## src/rtl/uart_pkg.sv

```systemverilog
// Shared definitions for the UART transmit path: FSM state encoding,
// frame geometry and the default baud divider for a 50 MHz clock.
package uart_pkg;

    localparam int DATA_BITS            = 8;
    localparam int CLK_HZ               = 50_000_000;
    localparam int BAUD_115200          = 115_200;
    // 50 MHz / 115200 = 434.03, truncated; the small rate error is tolerated by receivers
    localparam int CLKS_PER_BIT_DEFAULT = CLK_HZ / BAUD_115200;

    typedef enum logic [2:0] {
        IDLE,
        START,
        DATA,
        PARITY,
        STOP
    } uart_state_e;

    // Total clk cycles from acceptance to the end of the last stop bit
    function automatic int frame_cycles(input int cpb, input int stop_bits, input bit parity);
        return (10 + stop_bits - 1) * cpb + (parity ? cpb : 0);
    endfunction

endpackage

```

## src/rtl/uart_baud_tick.sv

```systemverilog
// Bit-period counter: counts 0..CLKS_PER_BIT-1 and strobes bit_done on the
// last count. clr restarts the period (driven by the FSM on state change).
module uart_baud_tick
    import uart_pkg::*;
#(
    parameter int CLKS_PER_BIT = CLKS_PER_BIT_DEFAULT
) (
    input  logic clk,
    input  logic rst,
    input  logic clr,
    output logic bit_done
);

    localparam int                CNT_W = (CLKS_PER_BIT > 1) ? $clog2(CLKS_PER_BIT) : 1;
    localparam logic [CNT_W-1:0]  LAST  = CNT_W'(CLKS_PER_BIT - 1);

    logic [CNT_W-1:0] cnt;

    assign bit_done = (cnt == LAST);

    // Free-running period counter, reloaded at the end of each bit or on clear
    always_ff @(posedge clk) begin
        if (rst || clr || bit_done) begin
            cnt <= '0;
        end else begin
            cnt <= cnt + 1'b1;
        end
    end

endmodule

```

## src/rtl/uart_tx_serializer.sv

```systemverilog
// Byte-to-serial UART transmitter, 8N1 / 8N2 by default.
// Optional even parity bit between data and stop: define UART_TX_PARITY_EN
// for 8E1 / 8E2 framing.
// A new byte is taken in IDLE or in the final cycle of the last stop bit,
// so a continuously valid source streams frames with no idle gap.
module uart_tx_serializer
    import uart_pkg::*;
#(
    parameter int CLKS_PER_BIT = CLKS_PER_BIT_DEFAULT,
    parameter int STOP_BITS    = 1
) (
    input  logic       clk,
    input  logic       rst,
    input  logic [7:0] data,
    input  logic       valid,
    output logic       byte_ready,
    output logic       busy,
    output logic       tx
);

    localparam logic [2:0] LAST_DATA = 3'(DATA_BITS - 1);
    localparam logic [2:0] LAST_STOP = 3'(STOP_BITS - 1);

    uart_state_e          state_q, state_nxt;
    logic [DATA_BITS-1:0] sh_q, sh_nxt;
    logic [2:0]           bit_cnt_q, bit_cnt_nxt;
    logic                 tx_q, tx_nxt;
    logic                 busy_q, busy_nxt;
    logic                 br_q;
    logic                 accept;
    logic                 bit_done;
    logic                 baud_clr;

`ifdef UART_TX_PARITY_EN
    logic                 par_q;
`endif

    // The period restarts whenever the FSM moves, and is held at zero while idle
    assign baud_clr = (state_nxt != state_q) || (state_q == IDLE);

    uart_baud_tick #(
        .CLKS_PER_BIT (CLKS_PER_BIT)
    ) u_baud (
        .clk      (clk),
        .rst      (rst),
        .clr      (baud_clr),
        .bit_done (bit_done)
    );

    // Next-state, next-line-level and acceptance decode
    always_comb begin
        state_nxt   = state_q;
        sh_nxt      = sh_q;
        bit_cnt_nxt = bit_cnt_q;
        tx_nxt      = tx_q;
        busy_nxt    = busy_q;
        accept      = 1'b0;

        case (state_q)
            IDLE: begin
                tx_nxt   = 1'b1;
                busy_nxt = 1'b0;
                accept   = valid;
            end
            START: begin
                if (bit_done) begin
                    state_nxt   = DATA;
                    bit_cnt_nxt = '0;
                    tx_nxt      = sh_q[0];
                end
            end
            DATA: begin
                if (bit_done) begin
                    if (bit_cnt_q == LAST_DATA) begin
`ifdef UART_TX_PARITY_EN
                        state_nxt = PARITY;
                        tx_nxt    = par_q;
`else
                        state_nxt = STOP;
                        tx_nxt    = 1'b1;
`endif
                        bit_cnt_nxt = '0;
                    end else begin
                        sh_nxt      = {1'b0, sh_q[DATA_BITS-1:1]};
                        bit_cnt_nxt = bit_cnt_q + 1'b1;
                        tx_nxt      = sh_nxt[0];
                    end
                end
            end
`ifdef UART_TX_PARITY_EN
            PARITY: begin
                if (bit_done) begin
                    state_nxt   = STOP;
                    bit_cnt_nxt = '0;
                    tx_nxt      = 1'b1;
                end
            end
`endif
            STOP: begin
                tx_nxt = 1'b1;
                if (bit_done) begin
                    if (bit_cnt_q == LAST_STOP) begin
                        // Last stop cycle: chain straight into the next frame if one waits
                        if (valid) begin
                            accept = 1'b1;
                        end else begin
                            state_nxt = IDLE;
                            busy_nxt  = 1'b0;
                        end
                    end else begin
                        bit_cnt_nxt = bit_cnt_q + 1'b1;
                    end
                end
            end
            default: begin
                state_nxt = IDLE;
                tx_nxt    = 1'b1;
                busy_nxt  = 1'b0;
            end
        endcase

        // Start bit goes out on the accepting edge itself
        if (accept) begin
            state_nxt   = START;
            sh_nxt      = data;
            bit_cnt_nxt = '0;
            tx_nxt      = 1'b0;
            busy_nxt    = 1'b1;
        end
    end

    // State and registered outputs
    always_ff @(posedge clk) begin
        if (rst) begin
            state_q   <= IDLE;
            sh_q      <= '0;
            bit_cnt_q <= '0;
            tx_q      <= 1'b1;
            busy_q    <= 1'b0;
            br_q      <= 1'b0;
        end else begin
            state_q   <= state_nxt;
            sh_q      <= sh_nxt;
            bit_cnt_q <= bit_cnt_nxt;
            tx_q      <= tx_nxt;
            busy_q    <= busy_nxt;
            br_q      <= accept;
        end
    end

`ifdef UART_TX_PARITY_EN
    // Even parity is taken from the byte as accepted, before any shifting
    always_ff @(posedge clk) begin
        if (rst) begin
            par_q <= 1'b0;
        end else if (accept) begin
            par_q <= ^data;
        end
    end
`endif

    assign tx         = tx_q;
    assign busy       = busy_q;
    assign byte_ready = br_q;

endmodule

```

## config.mk

```make
export PLATFORM = sky130hd
export DESIGN_NAME = uart_tx_serializer
export DESIGN_NICKNAME = d
export VERILOG_FILES = /design/src/rtl/uart_pkg.sv /design/src/rtl/uart_baud_tick.sv /design/src/rtl/uart_tx_serializer.sv
export SDC_FILE = /design/constraint.sdc
export NUM_CORES = 1
export LEC_CHECK = 0
export ABC_CLOCK_PERIOD_IN_PS = 3840
export CAP_MARGIN = 10
export CORE_MARGIN = 2
export CORE_UTILIZATION = 24
export CTS_CLUSTER_SIZE = 12
export DETAILED_ROUTE_END_ITERATION = 8
export PLACE_DENSITY = 0.49
export SETUP_SLACK_MARGIN = 0.2
export SYNTH_ARGS = -nofsm -noshare
export SYNTH_HDL_FRONTEND = slang
export SYNTH_HIERARCHICAL = 1
export SYNTH_SLANG_ARGS = --single-unit
```

## constraint.sdc

```tcl
create_clock -name clk -period 3.84 [get_ports clk]
set_input_delay 0.768 -clock clk [delete_from_list [all_inputs] [get_ports clk]]
set_output_delay 0.768 -clock clk [all_outputs]
set_load 0.02 [all_outputs]
```

Word-level counts from Yosys, hierarchy flattened
Cells that the tools add are included.

Flip-flop bits (word level): 26. Latch bits: 0. Memory bits (writable): 0. Bits in read-only memories: 0. Input bits: 11. Output and inout bits: 3. Logic and storage cells: 72. Memories: 0.

$add $sub $neg: 2. Multiply operators: 0. Divide/modulo/power cells: 0. Magnitude comparators: 0. Equality and inequality tests: 17. Shifts and indexed selects: 0. Muxes and demuxes: 32. Bitwise operators: 0. Reductions and logical operators: 14.

Operators with widths (count): 2-to-1 mux 3 bit (12); 2-to-1 mux 8 bit (4); one-hot mux 3 bit (4 select lines) (1); 2-to-1 mux 1 bit (11); adder 9 x 1 -> 9 bit, second input constant (1); == test 9 bit, second input constant (1); != test 3 x 2 -> 1 bit, second input constant (3); one-hot mux 3 bit (3 select lines) (1); != test 2 x 1 -> 1 bit, second input constant (4); == test 3 bit, second input constant (2); zero test 3 bit (2); != test 3 bit, second input constant (2); one-hot mux 1 bit (2 select lines) (3); AND reduction 5 bit (1); != test 2 bit, second input constant (2); AND reduction 4 bit (1); nonzero test 2 bit (2); OR reduction 2 bit (2); adder 3 x 1 -> 3 bit, second input constant (1); == test 3 x 1 -> 1 bit, second input constant (1); == test 3 x 2 -> 1 bit, second input constant (1); logical OR 1 bit (3); != test 3 bit (1); AND reduction 3 bit (1); other kinds (2) (2).

Logic depth before layout (Yosys ltp)
Depth after elaboration: 9. Depth in mapped cells: 12. Gate-level depth less buffers: 11.

Cells and area by module
The synthesis kept the hierarchy.

Modules (own cells, without submodules): uart_tx_serializer (instances 1, cells an instance 109, area each 1016.0 µm², seq. area each 340.3 µm²); uart_baud_tick (instances 1, cells an instance 46, area each 414.1 µm², seq. area each 180.2 µm²).

Worst setup path after synthesis
Ideal clock, no wire load.

Kind: reg2reg. From: register u_baud.cnt[2]. To: register sh_q[0]. Library setup time: 0.141 ns. Arrival time: 1.819 ns. Required time: 3.699 ns. Slack: 1.880 ns. Cell stages (with the launch flop): 9. Buffers on the path: 2. Cells stage by stage: dfxtp_1 > or3_1 > nor3_1 > buf_4 > nor2b_1 > nor3b_2 > buf_6 > mux2i_1 > a211oi_2.

Cells in the longest elaborated chain, start to end: 5. Elaborated cells on any way between the ends: 8. Those cells by class: 2 x eq/ne; 3 x mux; 3 x reduce/logical.

Ends and longest elaborated chain: from (decl) (RTL line uart_baud_tick.sv:17) `logic [CNT_W-1:0] cnt;`; from (signal assigned) (RTL line uart_baud_tick.sv:26) `cnt <= cnt + 1'b1;`; == test 9 bit * (RTL line uart_baud_tick.sv:19) `assign bit_done = (cnt == LAST);`; named net bit_done (RTL line uart_tx_serializer.sv:31) `logic bit_done;`; 2-to-1 mux 1 bit (RTL line uart_tx_serializer.sv:101) `if (bit_done) begin`; one-hot mux 1 bit (2 select lines) (RTL line uart_tx_serializer.sv:59) `case (state_q)`; != test 2 bit (no source line) / nonzero test 2 bit (equally long branches); AND reduction 3 bit (no source line); to (signal assigned) (RTL line uart_tx_serializer.sv:143) `sh_q <= sh_nxt;`; to (decl) (RTL line uart_tx_serializer.sv:25) `logic [DATA_BITS-1:0] sh_q, sh_nxt;`.

The timed path passes the listed nets; every way through them passes the cells marked *. A chain may end at the register's enable or synchronous reset.

Final worst setup path
From: register u_baud.cnt[2]. To: register sh_q[2].

The elaborated chain is that of the path after synthesis.

==> impl_metrics.tcl <==
set metrics [dict create \
    port_buffers 13 \
    tightest_slew_ns 0.714 \
    synth-compound-area-share_pct 22.7 \
    critPathMaxStageDelay_ns 0.62 \
    clk_latency_ns 0.27 \
    fill_cells 615 \
    synth_top_family_by_area "simple AND/OR/NAND/NOR gates" \
    critical_path_class "flop to flop" \
    synthCells 155 \
    fmax_mhz 403 \
    finalSetupTns_ns 0 \
    grt_remaining_overflow 0 \
    antenna_found_initial 0 \
    seq_area_um2 520 \
    synth_top_area_share_pct 36.4 \
    power_density_nw_per_um2 344 \
    final_nets 183 \
    vias 1100 \
    crit_chain "or3_1 -> nor3_1 -> buf_4 -> nor2b_1 -> nor3b_2 -> mux2i_1 -> a211oi_2" \
    fp.dieW_um 81.2 \
    die_area_um2 6590 \
    slew_violations 0 \
    cts.clk_slew.worst_paths_ns 0.09 \
    numCtsBuffers 3 \
    relSlewSlack_pct 52.2 \
    drtIter0Drc 56 \
    synthMuxAreaShare_pct 4.90 \
    synth.most_common_cell "dfxtp_1" \
    cp-end-kind "flop" \
    htreeDepth 1 \
    ys_ff_latch 26 \
    ir_worst_vdd_mv 0.189 \
    antenna_cells 0 \
    cp_slowest_cell "nor3b_2" \
    setup_viol 0 \
    rsz0062_at_grt "false" \
    finalCritPeriodShare_pct 64.6 \
    critical_path_arrival_ns 2.61 \
    yosys_warnings 6 \
    wl_per_cell_um 11.7 \
    run_status "finished, final reports clean" \
    synth.top_cells.by_count "dfxtp_1, nor2_1, nand2_1" \
    cts_num_sinks 26 \
    cts_setup_buffers 0 \
    routed_wl_um 2830 \
    hold_viol 0 \
    cp-start-kind "flop" \
    hold_ws_ns 0.473 \
    syn_avg_cell_area_um2 9.23 \
    place_congestion 0.773 \
    skew_ns 0.00558 \
    vias_per_cell 4.56 \
    period_minus_slack_ns 2.48 \
    crit_required_ns 3.97 \
    ant_nets 0 \
    ctsResizeCount 0 \
    power_leakage_nw 0.538 \
    final_cells 241 \
    postCtsHoldBufs 0 \
    globalRouteTotalUtil_pct 9.56 \
    synthAdderAreaFrac_pct 4.37 \
    core-area_um2 5850 \
    async_flop_share_pct 0 \
    synthTopCellsByArea "dfxtp_1, a211oi_2, nor2_1, mux2i_1, ha_1" \
    maxCapViolations 0 \
    yosys.area_share.simple_pct 24.1 \
    post-route-util_pct 28.7 \
    hp-class "flop to flop" \
    cts_tree "done" \
    dp.cells 237 \
    syn_area_um2 1430 \
    layout_setup_ws_ns 1.36 \
    dieHeight_um 81.2 \
    syn_to_final_growth_pct 17.3 \
    ys.flop_type "dfxtp_1" \
    synth_top_area_cell "dfxtp_1" \
    cp_top_family "simple AND/OR/NAND/NOR gates" \
    clock_path_buffers 2 \
    synth_xor_xnor_area_share_pct 2.45 \
    dpl.hpwl_um 2050 \
    syn-num-nets 171 \
    ios 14 \
    synth_edf_count 0 \
    synth_cell_types 42 \
    dpl_worst_slack_ns 1.32 \
    first_global_vias 1085 \
    grt_max_degree 19 \
    num_rows 28 \
    drc 0 \
    path_buf_inv 1 \
    multi_input_area_um2 836 \
    start_util_pct 24.4 \
    root_buffer "clkbuf_8" \
    first_pass_iters 4 \
    grt_pass1_wl_um 5000 \
    cp_max_fo 10 \
    layout-drive-gt1-share_pct 13.3 \
    ys_seq_area_share_pct 36.4 \
]
power by group:
group          internal, W  switching (W)
clock network     0.000139      0.0000887
registers         0.000281     0.00000974
logic            0.0000294      0.0000287
total             0.000449       0.000127
area by class of cell:
type | instances | area share (%)
multi-input combinational | 117 | 49.8
sequential | 26 | 31.0
clock buffer | 3 | 2.46
inverter | 5 | 1.12
tap | 75 | 5.59
timing repair buffer | 14 | 8.20
clock inverter | 1 | 1.79
registers in the layout (all words and copies together) (netlist names):
name,flops
u_baud/cnt,9
sh_q,8
state_q,3
busy,1
tx,1
bit_cnt_q,3
byte_ready,1
worst paths after layout:
| kind | from | to | slack (ns) | depth (start not counted) |
|---|---|---|---|---|
| max | u_baud/cnt[2] | sh_q[2] | 1.36 | 7 |
| max reg2reg | u_baud/cnt[2] | sh_q[2] | 1.36 | 7 |
| min reg2reg | u_baud/cnt[0] | u_baud/cnt[0] | 0.47 | 1 |
| min | u_baud/cnt[0] | u_baud/cnt[0] | 0.47 | 1 |
metal layers:
layer	part of all wire [%]	up-vias	wire [um]	GRT usage, %
met3	4.5	4	126	2.78
met4	0.95	0	27	2.03
met2	42	17	1200	15.0
met5	0	-	0	0
met1	52	498	1480	13.0
li1	-	581	-	-
kinds of logic (layout without fill, tap and decap cells):
kind of cell / Yosys count / in the layout
and+or+nand+nor: 63 / 63
buffers and inverters: 12 / 23
DFF: 26 / 26
xor gates and xnor gates: 4 / 4
adders and majority gates: 5 / 5
muxes: 7 / 7
AOI/OAI and AO/OA: 38 / 38
stage by stage:
stage / cell area [um^2] / total power (W)
floorplan: 1430 / 0.000335
global placement: 1610 / 0.000356
detailed placement: 1610 / 0.000356
CTS: 1680 / 0.000587
global route: 1680 / 0.000601
finish: 1680 / 0.000577
placed cells by master (no fill, tap or decap), drive strengths merged, types with 2 or more instances in the layout:
cell,synthesis,routed
or3,6,6
mux2i,7,7
nor2,19,19
nor3b,3,3
a211o,2,2
nand3b,2,2
inv,5,5
clkbuf,1,3
clkdlybuf4s50,0,13
xor2,3,3
nand3,5,5
o211ai,3,3
ha,5,5
a2bb2oi,2,2
nand4,2,2
nand2,11,11
nor2b,5,5
a32oi,2,2
nand2b,5,5
a211oi,8,8
o21ai,7,7
nor3,3,3
dfxtp,26,26
a21oi,7,7
(Power assumes the default switching activity.)
